--- src/rtl/float_copro_ctrl.sv ---
// Sequencer between the LM32 UDI port and the combinational float datapath.
// Holds operands stable for a per-opcode budget, then returns the captured result.
module float_copro_ctrl #(
  parameter int LAT_ADD = 2,
  parameter int LAT_MUL = 3,
  parameter int LAT_DIV = 8
) (
  input  logic        clk_i,
  input  logic        rst_n_i,
  input  logic        user_valid_i,
  input  logic [10:0] user_opcode_i,
  input  logic [31:0] user_op0_i,
  input  logic [31:0] user_op1_i,
  output logic [31:0] user_result_o,
  output logic        user_complete_o,
  output logic        illegal_o,
  output logic        busy_o,
  output logic [10:0] dp_opcode_o,
  output logic [31:0] dp_op0_o,
  output logic [31:0] dp_op1_o,
  input  logic [31:0] dp_result_i,
  output logic [31:0] op_count_o
);

  localparam logic [1:0] S_IDLE = 2'd0;
  localparam logic [1:0] S_EXEC = 2'd1;
  localparam logic [1:0] S_DONE = 2'd2;

  logic [1:0]  state;
  logic [3:0]  cnt;
  logic [31:0] count_q;
  logic        legal;
  logic [3:0]  lat_m1;

  assign legal      = (user_opcode_i[10:2] == 9'd0);
  assign busy_o     = (state == S_EXEC) || (state == S_DONE);
  assign op_count_o = count_q;

  always_comb begin
    lat_m1 = 4'd0;
    unique case (1'b1)
      (user_opcode_i[1:0] == 2'd2): lat_m1 = 4'(LAT_MUL - 1);
      (user_opcode_i[1:0] == 2'd3): lat_m1 = 4'(LAT_DIV - 1);
      default:                      lat_m1 = 4'(LAT_ADD - 1);
    endcase
  end

  always_ff @(posedge clk_i) begin
    if (!rst_n_i) begin
      state           <= S_IDLE;
      cnt             <= 4'd0;
      count_q         <= 32'd0;
      user_result_o   <= 32'd0;
      user_complete_o <= 1'b0;
      illegal_o       <= 1'b0;
      dp_opcode_o     <= 11'd0;
      dp_op0_o        <= 32'd0;
      dp_op1_o        <= 32'd0;
    end else begin
      user_complete_o <= 1'b0;
      illegal_o       <= 1'b0;
      case (state)
        S_IDLE: begin
          if (user_valid_i) begin
            dp_opcode_o <= user_opcode_i;
            dp_op0_o    <= user_op0_i;
            dp_op1_o    <= user_op1_i;
            if (legal) begin
              cnt   <= lat_m1;
              state <= S_EXEC;
            end else begin
              // Illegal opcodes skip the datapath and report a zero result.
              user_result_o   <= 32'd0;
              user_complete_o <= 1'b1;
              illegal_o       <= 1'b1;
              state           <= S_DONE;
            end
          end
        end
        S_EXEC: begin
          if (cnt != 4'd0) begin
            cnt <= cnt - 4'd1;
          end else begin
            user_result_o   <= dp_result_i;
            user_complete_o <= 1'b1;
            state           <= S_DONE;
          end
        end
        S_DONE: begin
          count_q <= count_q + 32'd1;
          state   <= S_IDLE;
        end
        default: state <= S_IDLE;
      endcase
    end
  end

endmodule

--- config.mk ---
export PLATFORM = sky130hd
export DESIGN_NAME = float_copro_ctrl
export DESIGN_NICKNAME = d
export VERILOG_FILES = /design/src/rtl/float_copro_ctrl.sv
export SDC_FILE = /design/constraint.sdc
export NUM_CORES = 1
export LEC_CHECK = 0
export CAP_MARGIN = 20
export CORE_UTILIZATION = 42
export CTS_CLUSTER_DIAMETER = 40
export DETAILED_ROUTE_END_ITERATION = 7
export GPL_TIMING_DRIVEN = 1
export PLACE_DENSITY = 0.81
export SLEW_MARGIN = 15
export SYNTH_ARGS = -nofsm -noshare
export SYNTH_HDL_FRONTEND = slang
export SYNTH_SLANG_ARGS = --single-unit
--- constraint.sdc ---
create_clock -name clk_i -period 2.24 [get_ports clk_i]
set_input_delay 0.336 -clock clk_i [delete_from_list [all_inputs] [get_ports clk_i]]
set_output_delay 0.336 -clock clk_i [all_outputs]
set_load 0.02 [all_outputs]
==> metrics.yaml, run 1 <==
run_status:
  status: "finished, final reports clean"
yosys:
  synthAdderAreaFrac_pct: 1.07
  synth_compound_area_share_pct: 11.5
  synth-xor-area-share_pct: 2.10
  post-synth-top-count-cell: "nand2_1"
  syn-num-nets: 815
  syn_area_mm2: 0.00584
  yosysTopAreaCellShare_pct: 50.4
  synth.avg_cell_area_um2: 8.34
  ys_top_cells_by_count: "201 x nand2_1, 147 x dfxtp_1, 90 x a21oi_1"
  postSynthCellCount: 700
  synth-seq-area-share_pct: 50.4
  ys.flop_type: "dfxtp_1"
  synthSimpleGateAreaFrac_pct: 24.0
  synth_mux_area_share_pct: 6.71
  yosys.area.top_type: "dfxtp_1"
  yosys-top-cells-area: "dfxtp_1 50%, nand2_1 13%, a21oi_1 7.7%"
  async_reset_ff_share_pct: 0
  synth_top_family_by_area: "simple AND/OR/NAND/NOR gates"
  ys_types: 42
  ys_ff_latch: 147
  ys_warn_count: 0
  synth_edf_count: 0
floorplan:
  core_mm2: 0.0134
  initial_core_util_pct: 43.6
  die_w_um: 120
  io_pins: 252
  dieHeight_um: 120
  die_area_mm2: 0.0144
  rows: 42
detailed_routing:
  drt_wl_total_mm: 16.3
  drcViolationCount: 0
  top_layer: "met4"
  dr_total_vias: 5693
  ant_nets: 0
  drt_iter0_drc: 308
  wl_per_cell_um: 14.4
  wl_met3_mm: 1.46
  dr.pass1.iters: 6
  vias_per_cell: 5.02
  routed-wl-met2_mm: 7.70
  wl_met1_mm: 6.72
timing:
  setup_viol: 0
  relSlewSlack_pct: 53.8
  rsz0062_at_grt: "false"
  fmax_mhz: 465
  fin_ws_ns: 0.0877
  fin_skew_ns: 0.00899
  worstMarginPinSlew_ns: 0.686
  maxSlewViolCount: 0
  layout_worst_path_cycle_share_pct: 96.1
  min_period_ns: 2.15
  finalHoldViolCount: 0
clock_network:
  postCtsSetupBuffers: 0
  cts_tree: "built"
  clkSlewWorstSetupHoldPaths_ns: 0.06
  postCtsHoldBufs: 0
  clock-root-buffer: "clkbuf_16"
  cts_max_level: 4
  cts.sink_count: 147
  cts_buffer_depth: 2
  cts_buffers: 17
  post_cts_resized: 0
  clk_latency_ns: 0.42
worst_setup_path:
  worst_path_max_delay_cell: "nor4_1"
  worst_ep_required_time_ns: 2.59
  critPathMaxStageDelay_ns: 0.63
  path_max_fanout: 3
  start_kind: "input port"
  cp-end-kind: "flip-flop"
  path_cells: "clkdlybuf4s50_1 -> nor4_1 -> buf_4 -> a41oi_1 -> or4b_2 -> a21oi_1"
  path_class: "in2reg"
  cp.arrival_ns: 2.50
finish:
  final_area_mm2: 0.00926
  fillers: 1079
  area_growth_pct: 58.7
  multi_input_area_mm2: 0.00265
  regArea_mm2: 0.00294
  antennaDiodeCount: 0
  drive_above_1_share_pct: 6.90
  nNetsFinal: 1059
pwr:
  p_clk_share_pct: 44.3
  p_leak_nw: 3.37
  p_comb_share_pct: 14.2
  seq_power_share_pct: 41.5
  ir_worst_vdd_mv: 0.464
  powerDensity_mw_per_mm2: 721
  power.net_switching_mw: 1.58
  p_sw_share_pct: 23.7
  intPower_mw: 5.10
global_routing:
  grt.overflow.total: 0
  grt_max_degree: 77
  grt_pass1_wl_mm: 26.1
  grt_usage_pct: 23.3
  antenna_found_initial: 0
  grt_pass1_vias: 5301
worst_hold_path:
  hp-class: "in2reg"
run:
  drv_cap: 0
placement:
  preCtsSetupSlack_ns: -0.277
  place_area_mm2: 0.00864
  portBuffers: 251
  gp_congestion: 0.774
  dp_hpwl_mm: 11.3
==> worst paths after layout <==
check                    from             end  slack (ns)  depth (start not counted)
max          user_opcode_i[7]          cnt[3]        0.09                          6
min                   rst_n_i  op_count_o[15]        0.42                          3
max reg2reg    op_count_o[12]  op_count_o[31]        0.16                          5
min reg2reg       dp_op0_o[9]     dp_op0_o[9]        0.45                          2
==> placed cells by master (no fill, tap or decap), types with 6 or more instances in the layout <==
cell and n:
a21oi_1 90, buf_12 7, buf_4 18, clkbuf_16 17
clkdlybuf4s50_1 250, dfxtp_1 147, inv_1 10, mux2i_1 38
nand2_1 200, nand3_1 40, nand4_1 11, nor2_1 19
nor4_1 6, o31ai_1 13, or4_1 14, xnor2_1 7
xor2_1 7
==> state kept, by name, indices dropped and copies added, names as in the netlist <==
signal / flops
user_result_o: 32
user_complete_o: 1
dp_op1_o: 32
cnt: 4
op_count_o: 32
state: 2
illegal_o: 1
dp_op0_o: 32
dp_opcode_o: 11
==> stage by stage <==
step | instances | power, mW | hold slack, ns | TNS, ns | util [%]
2_1_floorplan | 700 | 3.27 | 0.448 | 0 | -
3_3_place_gp | 1101 | 3.77 | 0.441 | -6.51 | 64.5
3_5_place_dp | 1101 | 3.78 | 0.446 | -7.76 | 64.5
4_1_cts | 1133 | 6.74 | 0.427 | 0 | 69.1
5_1_grt | 1133 | 6.95 | 0.446 | 0 | 69.1
6_report | 1133 | 6.68 | 0.423 | 0 | 69.1
==> critical path, delay by kind of cell <==
family | cells | cell delay [ns]
AND/OR/NAND/NOR | 2 | 1.25
AO/OA/AOI/OAI | 2 | 0.26
buffers and inverters | 2 | 0.65
==> cell type report <==
cell class / instances / share of cell area, %
sequential: 147 / 31.8
timing repair buffer: 276 / 30.0
multi-input combinational: 491 / 28.6
tap: 176 / 2.38
clock inverter: 9 / 1.35
clock buffer: 23 / 5.38
inverter: 11 / 0.459
==> layer usage <==
metal  vias to the layer above  GRT usage [%]
met4                         0           10.7
li1                       2868              -
met3                        27           9.89
met5                         -              0
met1                      2592           26.2
met2                       206           38.1
==> power groups by stage <==
stage	combinational, mW	sequential [mW]	clock [mW]
after global placement	0.950	2.82	0
after CTS	0.960	2.77	3.00
final	0.951	2.77	2.96
after floorplan	0.327	2.94	0
after detailed placement	0.954	2.83	0
after global routing	1.02	2.78	3.15
==> kinds of logic after synthesis <==
group           after synthesis
fa+ha+maj                     5
simple gates                314
buf+inv                      62
compound gates              119
xor+xnor                     14
flops                       147
mux                          39
No activity file was read; power rests on OpenSTA's default activity.
==> inputs of run 2 (changes only) <==
--- a/config.mk
+++ b/config.mk
@@ -10,8 +10,9 @@
 export CTS_CLUSTER_DIAMETER = 40
 export DETAILED_ROUTE_END_ITERATION = 7
 export GPL_TIMING_DRIVEN = 1
+export MAX_ROUTING_LAYER = met4
 export PLACE_DENSITY = 0.81
-export SLEW_MARGIN = 15
+export SLEW_MARGIN = 10
 export SYNTH_ARGS = -nofsm -noshare
 export SYNTH_HDL_FRONTEND = slang
 export SYNTH_SLANG_ARGS = --single-unit
==> metrics.yaml, run 2 (synthesized netlist as in run 1, its figures left out) <==
floorplan:
  dieHeight_um: 120  # unchanged
  core_mm2: 0.0134  # unchanged
  io_pins: 252  # unchanged
  initial_core_util_pct: 43.6  # unchanged
  rows: 42  # unchanged
  die_w_um: 120  # unchanged
  die_area_mm2: 0.0144  # unchanged
run:
  drv_cap: 0  # unchanged
pwr:
  p_leak_nw: 3.37  # unchanged
  powerDensity_mw_per_mm2: 720  # -0.14%
  seq_power_share_pct: 41.5  # about the same
  p_clk_share_pct: 44.2  # about the same
  ir_worst_vdd_mv: 0.458  # -1.4%
  p_sw_share_pct: 23.6  # -0.12 points
  p_comb_share_pct: 14.2  # about the same
  power.net_switching_mw: 1.57  # -0.63%
  intPower_mw: 5.10  # about the same
detailed_routing:
  dr.pass1.iters: 4  # -2
  vias_per_cell: 5.03  # about the same
  drt_wl_total_mm: 16.3  # -0.52%
  drcViolationCount: 0  # unchanged
  wl_per_cell_um: 14.3  # -0.52%
  drt_iter0_drc: 297  # -3.6%
  dr_total_vias: 5697  # +0.070%
  ant_nets: 0  # unchanged
finish:
  regArea_mm2: 0.00294  # unchanged
  multi_input_area_mm2: 0.00265  # unchanged
  drive_above_1_share_pct: 6.90  # unchanged
  area_growth_pct: 58.7  # unchanged
  layout_common_cells: "250 x clkdlybuf4s50_1, 200 x nand2_1, 147 x dfxtp_1"
  fin_cells: 1133  # unchanged
  final_area_mm2: 0.00926  # unchanged
  nNetsFinal: 1059  # unchanged
  post-route-util_pct: 69.1  # unchanged
  fillers: 1079  # unchanged
  antennaDiodeCount: 0  # unchanged
  final_common_cell: "clkdlybuf4s50_1"
placement:
  placed_cells: 1101  # unchanged
  place_area_mm2: 0.00864  # unchanged
  gp_congestion: 0.785  # +1.4%
  dp_hpwl_mm: 11.3  # unchanged
  portBuffers: 251  # unchanged
clock_network:
  postCtsHoldBufs: 0  # unchanged
  clk_latency_ns: 0.42  # about the same
  post_cts_resized: 0  # unchanged
  cts_tree: "built"
  postCtsSetupBuffers: 0  # unchanged
  cts.sink_count: 147  # unchanged
  cts_buffers: 17  # unchanged
  clkSlewWorstSetupHoldPaths_ns: 0.06  # about the same
  cts_buffer_depth: 2  # unchanged
  cts_max_level: 4  # unchanged
  clock-root-buffer: "clkbuf_16"
global_routing:
  grt_pass1_vias: 5336  # +0.66%
  grt_pass1_wl_mm: 26.0  # -0.21%
  grt_usage_pct: 23.9  # +0.61 points
  grt_max_degree: 77  # unchanged
  grt.overflow.total: 0  # unchanged
  antenna_found_initial: 0  # unchanged
timing:
  tns_ns: 0  # unchanged
  setup_viol: 0  # unchanged
  maxSlewViolCount: 0  # unchanged
  layout_worst_path_cycle_share_pct: 95.8  # -0.27 points
  finalHoldViolCount: 0  # unchanged
  worstMarginPinSlew_ns: 0.674  # -0.0119 ns
  fmax_mhz: 466  # +0.29%
  fin_skew_ns: 0.00575  # -0.00324 ns
  min_period_ns: 2.15  # -0.00614 ns
  relSlewSlack_pct: 54.6  # +0.80 points
  rsz0062_at_grt: "false"
run_status:
  status: "finished, final reports clean"
worst_hold_path:
  hold_start: "rst_n_i"
  hp-class: "in2reg"
worst_setup_path:
  path_max_fanout: 3  # unchanged
  worst_ep_required_time_ns: 2.59  # about the same
  start_kind: "input port"
  cp.arrival_ns: 2.50  # about the same
  startpoint: "user_opcode_i[7]"
  r2r-start: "op_count_o[12]"
  worst_path_max_delay_cell: "nor4_1"
  path_cells: "clkdlybuf4s50_1 -> nor4_1 -> buf_4 -> a41oi_1 -> or4b_2 -> a21oi_1"
  path_class: "in2reg"
  critPathMaxStageDelay_ns: 0.62  # about the same
  cp-end-kind: "flip-flop"
run 2: layout make-up:
cell class	count	area share [%]
sequential	147	31.8
inverter	11	0.459
multi-input combinational	491	28.6
tap	176	2.38
clock inverter	9	1.35
clock buffer	23	5.38
timing repair buffer	276	30.0
run 2: power groups by stage:
stage | clock, mW | combinational (mW) | sequential (mW)
3_5_place_dp | 0 | 0.954 | 2.83
3_3_place_gp | 0 | 0.950 | 2.82
6_report | 2.95 | 0.950 | 2.77
2_1_floorplan | 0 | 0.327 | 2.94
5_1_grt | 3.15 | 1.02 | 2.78
4_1_cts | 3.00 | 0.960 | 2.77
run 2: worst max-delay path: cells and delay by family:
kind                   cells  cell delay (ns)
AND/OR/NAND/NOR            2             1.24
buffers and inverters      2             0.65
AO/OA/AOI/OAI              2             0.26
run 2: layer usage:
metal  routed length (um)  global-route usage (%)  vias up
met5                    0                       -        -
met4                  469                    11.4        0
met3                 1210                    7.79       30
met2                 7710                    38.2      210
met1                 6860                    27.0     2586
li1                     -                       -     2871
run 2: metrics by stage:
step	setup slack, ns	hold WS (ns)	total power [mW]
2_1_floorplan	0.129	0.448	3.27
3_3_place_gp	-0.240	0.441	3.77
3_5_place_dp	-0.277	0.446	3.78
4_1_cts	0.107	0.427	6.74
5_1_grt	0.00404	0.452	6.95
6_report	0.0938	0.430	6.67
run 2: path summary, 6_finish.rpt:
| kind | endpoint | slack (ns) | cells past startpoint |
|---|---|---|---|
| worst max-delay path | cnt[3] | 0.09 | 6 |
| worst min-delay path | op_count_o[15] | 0.43 | 3 |
| worst max register to register | op_count_o[31] | 0.18 | 5 |
| worst min register to register | dp_op0_o[9] | 0.45 | 2 |
